==> src/rtl/pll_rst_pkg.sv <==
// ---------------------------------------------------------------------------
// pll_rst_pkg
//
// Shared definitions for the PLL lock reset sequencer and its neighbours.
//   - 2-bit FSM state encodings (kept as plain constants so the debug state
//     bus keeps the same numeric values in every tool and on the PMOD header)
//   - default parameter values
//   - cnt_width(): counter width helper, never narrower than one bit
// ---------------------------------------------------------------------------
package pll_rst_pkg;

  // FSM state encodings, also driven out on the debug state port.
  localparam logic [1:0] ST_HOLD      = 2'd0;
  localparam logic [1:0] ST_WAIT_LOCK = 2'd1;
  localparam logic [1:0] ST_STABLE    = 2'd2;
  localparam logic [1:0] ST_RUN       = 2'd3;

  // Default parameter values.
  localparam int DEF_SYNC_STAGES = 2;
  localparam int DEF_HOLD_CYCLES = 16;
  localparam int DEF_LOCK_CYCLES = 1024;
  localparam int DEF_LOSS_W      = 8;

  // Width of a counter that must hold the values 0 .. n-1.
  // $clog2(1) is 0, so single-count counters still get one bit.
  function automatic int cnt_width(input int n);
    return (n > 1) ? $clog2(n) : 1;
  endfunction

endpackage : pll_rst_pkg

==> src/rtl/sync_ff.sv <==
// ---------------------------------------------------------------------------
// sync_ff
//
// N-stage flip-flop synchronizer for signals asynchronous to clk. Every stage
// resets to 0 asynchronously. Reused for other asynchronous board inputs, so
// the data width is a parameter.
//
// Parameters:
//   STAGES  number of flops in the chain (2 or more)
//   WIDTH   number of independent single-bit signals synchronized in parallel
//
// Ports:
//   clk   destination clock
//   rst   asynchronous active-high reset, clears every stage
//   d     asynchronous input(s)
//   q     synchronized output(s), STAGES clk edges behind d
// ---------------------------------------------------------------------------
module sync_ff #(
  parameter int STAGES = 2,
  parameter int WIDTH  = 1
) (
  input  logic             clk,
  input  logic             rst,
  input  logic [WIDTH-1:0] d,
  output logic [WIDTH-1:0] q
);

  // chain[0] is the metastability-catching flop, chain[STAGES-1] drives q.
  logic [STAGES-1:0][WIDTH-1:0] chain;

  // NOTE: sequential state is updated with non-blocking assignments so every
  // flop samples the value its neighbour held before the edge; blocking
  // assignments here would collapse the chain into a single flop.
  always_ff @(posedge clk or posedge rst) begin
    if (rst) begin
      chain <= '0;
    end else begin
      chain <= {chain[STAGES-2:0], d};
    end
  end

  assign q = chain[STAGES-1];

endmodule : sync_ff

==> src/rtl/pll_lock_reset.sv <==
// ---------------------------------------------------------------------------
// pll_lock_reset
//
// Reset sequencer in front of the free-running counter/LED/PMOD stage.
// The raw PLL lock flag is synchronized, then qualified by:
//   HOLD       reset held for at least HOLD_CYCLES cycles, lock ignored
//   WAIT_LOCK  waiting for the synchronized lock flag
//   STABLE     lock must stay high for LOCK_CYCLES consecutive cycles
//   RUN        downstream reset released
// Losing lock in RUN goes straight back to HOLD (so a full hold period is
// always served), pulses lock_lost for one cycle and bumps a saturating
// loss counter that is brought out to the PMOD debug header.
//
// Parameters:
//   SYNC_STAGES  depth of the pll_locked synchronizer (2 or more)
//   HOLD_CYCLES  minimum cycles rst_out stays high after entering HOLD
//   LOCK_CYCLES  consecutive locked cycles required before release
//   LOSS_W       width of loss_count
//
// Ports:
//   clk         PLL clk0, the counter-domain clock
//   rst         asynchronous active-high reset
//   pll_locked  raw PLL lock flag, asynchronous to clk
//   rst_out     registered active-high reset for downstream logic
//   ready       registered, high exactly while the FSM is in RUN
//   lock_lost   one-cycle pulse on loss of lock while in RUN
//   loss_count  saturating count of lock-loss events
//   state       current FSM state (debug)
// ---------------------------------------------------------------------------
module pll_lock_reset
  import pll_rst_pkg::*;
#(
  parameter int SYNC_STAGES = DEF_SYNC_STAGES,
  parameter int HOLD_CYCLES = DEF_HOLD_CYCLES,
  parameter int LOCK_CYCLES = DEF_LOCK_CYCLES,
  parameter int LOSS_W      = DEF_LOSS_W
) (
  input  logic              clk,
  input  logic              rst,
  input  logic              pll_locked,
  output logic              rst_out,
  output logic              ready,
  output logic              lock_lost,
  output logic [LOSS_W-1:0] loss_count,
  output logic [1:0]        state
);

  localparam int HOLD_W = cnt_width(HOLD_CYCLES);
  localparam int LOCK_W = cnt_width(LOCK_CYCLES);

  // Terminal counts: the state advances on the cycle the counter reads these.
  localparam logic [HOLD_W-1:0] HOLD_LAST = HOLD_W'(HOLD_CYCLES - 1);
  localparam logic [LOCK_W-1:0] LOCK_LAST = LOCK_W'(LOCK_CYCLES - 1);
  localparam logic [LOSS_W-1:0] LOSS_MAX  = '1;

  logic              locked_s;
  logic [HOLD_W-1:0] hold_cnt;
  logic [LOCK_W-1:0] lock_cnt;

  logic [1:0]        state_nxt;
  logic [HOLD_W-1:0] hold_nxt;
  logic [LOCK_W-1:0] lock_nxt;
  logic              loss_evt;

  // -------------------------------------------------------------------------
  // Lock synchronizer: the FSM only ever looks at locked_s.
  // -------------------------------------------------------------------------
  sync_ff #(
    .STAGES (SYNC_STAGES),
    .WIDTH  (1)
  ) u_lock_sync (
    .clk (clk),
    .rst (rst),
    .d   (pll_locked),
    .q   (locked_s)
  );

  // -------------------------------------------------------------------------
  // Next-state logic
  // -------------------------------------------------------------------------
  // NOTE: every signal written here gets a default before the case; any path
  // that left one unassigned would infer a latch.
  always_comb begin
    state_nxt = state;
    hold_nxt  = hold_cnt;
    lock_nxt  = lock_cnt;
    loss_evt  = 1'b0;

    case (state)
      ST_HOLD: begin
        // Lock status is deliberately ignored until the hold time expires.
        if (hold_cnt == HOLD_LAST) begin
          state_nxt = ST_WAIT_LOCK;
        end else begin
          hold_nxt = hold_cnt + 1'b1;
        end
      end

      ST_WAIT_LOCK: begin
        if (locked_s) begin
          state_nxt = ST_STABLE;
          lock_nxt  = '0;
        end
      end

      ST_STABLE: begin
        // A drop here is a failed qualification, not a loss event: restart
        // the stability window without touching loss_count.
        if (!locked_s) begin
          state_nxt = ST_WAIT_LOCK;
          lock_nxt  = '0;
        end else if (lock_cnt == LOCK_LAST) begin
          state_nxt = ST_RUN;
        end else begin
          lock_nxt = lock_cnt + 1'b1;
        end
      end

      ST_RUN: begin
        if (!locked_s) begin
          state_nxt = ST_HOLD;
          hold_nxt  = '0;
          loss_evt  = 1'b1;
        end
      end

      default: begin
        state_nxt = ST_HOLD;
        hold_nxt  = '0;
      end
    endcase
  end

  // -------------------------------------------------------------------------
  // State and counters
  // -------------------------------------------------------------------------
  always_ff @(posedge clk or posedge rst) begin
    if (rst) begin
      state    <= ST_HOLD;
      hold_cnt <= '0;
      lock_cnt <= '0;
    end else begin
      state    <= state_nxt;
      hold_cnt <= hold_nxt;
      lock_cnt <= lock_nxt;
    end
  end

  // -------------------------------------------------------------------------
  // Registered outputs, decoded from the next state so they move on the same
  // edge as the state register and never glitch downstream.
  // -------------------------------------------------------------------------
  // NOTE: rst_out resets to 1, not 0: downstream logic must sit in reset
  // for as long as this block itself is being reset.
  always_ff @(posedge clk or posedge rst) begin
    if (rst) begin
      rst_out    <= 1'b1;
      ready      <= 1'b0;
      lock_lost  <= 1'b0;
      loss_count <= '0;
    end else begin
      rst_out   <= (state_nxt != ST_RUN);
      ready     <= (state_nxt == ST_RUN);
      lock_lost <= loss_evt;
      // Saturate so the debug header never shows a wrapped, misleading count.
      if (loss_evt && (loss_count != LOSS_MAX)) begin
        loss_count <= loss_count + 1'b1;
      end
    end
  end

endmodule : pll_lock_reset

==> config.mk <==
export PLATFORM = sky130hd
export DESIGN_NAME = pll_lock_reset
export DESIGN_NICKNAME = d
export VERILOG_FILES = /design/src/rtl/pll_rst_pkg.sv /design/src/rtl/sync_ff.sv /design/src/rtl/pll_lock_reset.sv
export SDC_FILE = /design/constraint.sdc
export NUM_CORES = 1
export LEC_CHECK = 0
export CELL_PAD_IN_SITES_DETAIL_PLACEMENT = 1
export CELL_PAD_IN_SITES_GLOBAL_PLACEMENT = 1
export CORE_UTILIZATION = 45
export CTS_BUF_LIST = sky130_fd_sc_hd__clkbuf_4 sky130_fd_sc_hd__clkbuf_8
export DETAILED_ROUTE_END_ITERATION = 12
export PLACE_DENSITY_LB_ADDON = 0.12
export SLEW_MARGIN = 20
export SYNTH_ARGS = -nofsm -noshare
export SYNTH_HDL_FRONTEND = slang
export SYNTH_SLANG_ARGS = --single-unit
==> constraint.sdc <==
create_clock -name clk -period 1.78 [get_ports clk]
set_input_delay 0.178 -clock clk [delete_from_list [all_inputs] [get_ports clk]]
set_output_delay 0.178 -clock clk [all_outputs]
set_load 0.01 [all_outputs]
* After elaboration in Yosys (flattened, before gate mapping) *
Cells that the tools add are included.
W data, S select, Z words.

cells by class
  eq/ne operators = 12
  reductions and logical operators = 6
  add/subtract/negate cells = 3
  multiplexer cells = 15

operators with widths
  cell                     number
  $mux W10                 3
  $pmux W10 S2             1
  $add A10 B1 Y10 const B  1
  $eq A10 B10 Y1 const B   1
  $mux W2                  5
  $add A8 B1 Y8 const B    1
  $mux W4                  2
  $ne A8 B8 Y1 const B     1
  $pmux W2 S4              1
  $pmux W4 S2              1
  $eq A2 B2 Y1 const B     3
  $ne A2 B2 Y1 const B     3
  $reduce_and A3 Y1        2
  $add A4 B1 Y4 const B    1
  $eq A4 B4 Y1 const B     1
  $reduce_bool A2 Y1       2
  $ne A3 B3 Y1 const B     1
  $eq A2 B1 Y1 const B     1
  $logic_not A2 Y1         1
  $mux W1                  2
  $ne A2 B1 Y1 const B     1
  $logic_and A1 B1 Y1      1

word-level totals
  output and inout port bits = 13
  register bits after elaboration = 29
  word-level logic and storage cells = 45

* Longest topological paths before layout *
  depth in word-level cells = 5
  depth in mapped cells = 6
  depth with buffers taken out = 6

* By module *
From an unflattened synthesis, not the netlist that was laid out.

second synthesis, totals
  cells, all modules = 138
  area, all modules = 1461.4 sq um

modules (own cells, without submodules)
  module          area each (sq um)  cells an instance  times used
  pll_lock_reset  1407.6             135                1
  sync_ff         53.8               3                  1

* Worst setup path after synthesis *
OpenSTA, ideal clock, no wires.

  kind = register -> register
  start point = reg lock_cnt[0]
  end point = reg lock_cnt[1]
  slack = 0.144 ns
  setup time = 0.123 ns
  clock period less this slack = 1.636 ns
  stages on the path, launching flop included = 7
  required time = 1.657 ns
  data arrival time = 1.513 ns
  path through = dfrtp_1 -> ha_1 -> and3_1 -> nand4_4 -> a221o_1 -> buf_6 -> mux2i_1

between the ends
  word-level cells in the longest chain between the ends = 4
  elaborated cells between the ends (all ways) = 7
  classes of those cells = 1 x add/sub; 2 x eq/ne; 3 x mux; 1 x reduce/logical

ends and longest elaborated chain
  element                 RTL line               RTL
  from (decl)             pll_lock_reset.sv:58   logic [LOCK_W-1:0] lock_cnt;
  from (signal assigned)  pll_lock_reset.sv:145  lock_cnt <= lock_nxt;
  $add A10 B1 Y10         pll_lock_reset.sv:115  lock_nxt = lock_cnt + 1'b1;
  $mux W10                pll_lock_reset.sv:112  end else if (lock_cnt == LOCK_LAST) begin
  $mux W10                pll_lock_reset.sv:109  if (!locked_s) begin
  $pmux W10 S2            pll_lock_reset.sv:89   case (state)

Parallel ways exist; a longest one is shown, timed or not. The select of a mux whose other input is x is not followed.
A chain may end at the register's enable or synchronous reset.

* Worst setup path after layout *
  start point = reg lock_cnt[1]
  end point = reg lock_cnt[3]

Same word-level chain as after synthesis.

==> impl_results.md <==
- Synth Register Bits: 29
- Clk pin slew, worst setup/hold paths: 0.09 ns
- Fin crit period: 1.70 ns
- Reg2reg start: lock_cnt[1]$_DFFE_PP0P_
- CTS max path bufs: 2
- Final worst setup slack: 0.0824 ns
- Finished Cell Area: 1720 sq um
- Power share of the clock group: 22.8%
- Initial core utilization: 49.0%
- Comb power frac: 32.7%
- H-tree depth: 2
- Post-synth ARST share: 100%
- Synth Area in Compound Gates: 12.6%
- ANT cells: 0
- GR Util All Layers: 21.8%
- Critical Path Start: lock_cnt[1]$_DFFE_PP0P_
- Core Footprint: 2830 sq um
- Max Slew Vio Count: 0
- DR WL/cell: 16.5 um
- Horiz. Die Dim: 57.5 um
- Vias in the first global route: 1183
- EDFF count, synth: 0
- XOR/XNOR Fraction of Synth Area: 6.32%
- Buffers added on ports: 15
- Final Hold Viols: 0
- CTS root buf: clkbuf_4
- Syn Area/Cell: 10.6 sq um
- Num CTS Buffers: 5
- Die area: 3300 sq um
- Hold_ws: 0.210 ns
- Avg Vias per Cell: 5.86
- First-pass GRT wire length: 5220 um
- Pin count of the biggest net entering global routing: 30
- Crit end category: flop
- Pwr Density: 1180 nW/um^2
- CTS sink count: 29
- Setup TNS Final: 0 ns
- Yosys Warn Count: 0
- Main synth FF type: dfrtp_1
- IO Count: 16
- Mapped cell area: 1390 sq um
- Clock tree from TritonCTS: built
- Sw power: 694 uW
- Min-Delay Path Class: input pin to async pin
- Most frequent cells in the layout: dfrtp_1, nand2_1, clkdlybuf4s50_1
- Layout area overhead: 24.4%
- Reg area: 727 sq um
- CTS Hold Bufs: 0
- Synth area leader: dfrtp_1
- Leak: 0.000792 uW
- Cell-internal power: 1340 uW
- Switching Share: 34.1%
- Synth Area in Adders: 2.71%
- Via count: 1126
- Layout cells sized above 1: 17.4%
- Fin crit share: 95.4%
- Congestion Overflow GR: 0
- Number of distinct library cells after synthesis: 37
- Detailed Route WL: 3170 um
- Clock latency on the worst-skew pair: 0.33 ns
- Max Fclk: 589 MHz
- DRC: 0
- Top cell type's share of synthesized area: 50.6%
- FP Rows: 19
- CP Data Arrival Time: 1.95 ns
- WS Path Type: flop to flop
- Worst EP required: 2.03 ns
- Final net count: 166
- ANT nets after route: 0
- Final setup vio count: 0
- Worst-Margin Slew: 0.410 ns
- Sequential fraction of the synthesis area: 52.5%
- Placer Congestion: 0.803
- HPWL after DPL: 2100 um
- Synth top area cells: dfrtp_1, xor2_1, nand2_1
- Post-Place Setup Slack: 0.00458 ns
- Sequential share of power: 44.5%
- Largest family of logic cells by synthesized area: simple AND/OR/NAND/NOR gates
- Synth Instances: 131
- Post-synthesis mux area share: 2.98%
- CP max FO: 5
- Post-Syn Nets: 137
- Status: finished, final reports clean
- Initial DRC count: 43
- Fillers: 330
- Initial antenna violation count: 0
- Dpl cell area: 1630 sq um
- Area occupied by multi-input gates: 627 sq um
- Die Ht: 57.5 um
- VDD IR-drop max: 0.684 mV
- Post-Synth Simple-Gate Area: 19.3%
- Most common cell after layout, fill and taps aside: dfrtp_1
- Max Cap Viol: 0
- Startpoint class of the critical path: flop
- Setup Skew: 0.00423 ns
- Drt first pass iters: 4
- Rel. slew slack: 72.7%
cell type report:
| cell class | instances | share of cell area, % |
|---|---|---|
| tap | 31 | 2.25 |
| clock buffer | 7 | 3.78 |
| timing repair buffer | 24 | 13.4 |
| inverter | 8 | 1.74 |
| multi-input combinational | 92 | 36.4 |
| clock inverter | 1 | 0.290 |
| sequential | 29 | 42.2 |
power by group through the flow:
stage	clock [uW]	combinational (uW)	sequential [uW]
4_1_cts	478	638	907
5_1_grt	499	741	923
2_1_floorplan	0	362	931
6_report	464	665	905
3_3_place_gp	0	597	909
3_5_place_dp	0	633	917
synthesized netlist by cell type (3+ instances only):
| master | instances |
|---|---|
| dfrtp_1 | 28 |
| nand2_1 | 18 |
| nand3_1 | 10 |
| nor2_1 | 8 |
| xor2_1 | 8 |
| inv_1 | 7 |
| a31oi_1 | 5 |
| a21oi_1 | 4 |
| ha_1 | 3 |
| mux2i_1 | 3 |
| nand4_1 | 3 |
| nor3_1 | 3 |
worst max-delay path, stage by stage, from the launching register on:
cell and delay, ns:
dfrtp_1 0.40, ha_1 0.19, and3_1 0.23, nand4_4 0.12, a221o_2 0.47, a31oi_1 0.20
path summary, 6_finish.rpt:
path,to,slack (ns),cells past startpoint
setup / recovery,lock_cnt[3]$_DFFE_PP0P_,0.08,5
hold / removal,loss_count[5]$_DFFE_PP0P_,0.21,3
setup reg to reg,lock_cnt[3]$_DFFE_PP0P_,0.08,5
hold reg to reg,u_lock_sync.q$_DFF_PP0_,0.36,0
max in group asynchronous,rst_out$_DFF_PP1_,1.26,3
min in group clk,u_lock_sync.chain[0]$_DFF_PP0_,0.28,1
metal layers:
metal / up-vias / track usage (%) / share of wire, %
met5: - / 0 / 0
met4: 0 / 11.5 / 2.1
met3: 8 / 5.90 / 3.7
met2: 21 / 36.2 / 51
met1: 567 / 25.6 / 43
li1: 530 / - / -
per-stage QoR:
stage,util [%],cells,total power (uW)
final,60.9,192,2030
after global routing,60.9,192,2160
after CTS,60.0,190,2020
after detailed placement,57.5,182,1550
after global placement,57.5,182,1510
after floorplan,-,131,1290
registers in the layout (all words and copies together), names as in the netlist:
signal,count
u_lock_sync.q,1
ready,1
lock_cnt,10
rst_out,1
loss_count,8
state,2
hold_cnt,4
lock_lost,1
u_lock_sync.chain,1
what timing repair did:
| action | in CTS | in global routing |
|---|---|---|
| resized for setup | 1 | 2 |
| cloned | 0 | 1 |
| buffers inserted | 0 | 1 |
| pin swaps | 0 | 1 |
| endpoints found under the setup margin | 2 | 10 |
cell families after synthesis:
family	count (synthesis)
and+or+nand+nor	52
AOI/OAI and AO/OA	22
muxes	4
adders and majority gates	3
xor gates and xnor gates	10
DFF	29
buffers and inverters	11
No activity file was read; power rests on OpenSTA's default activity.
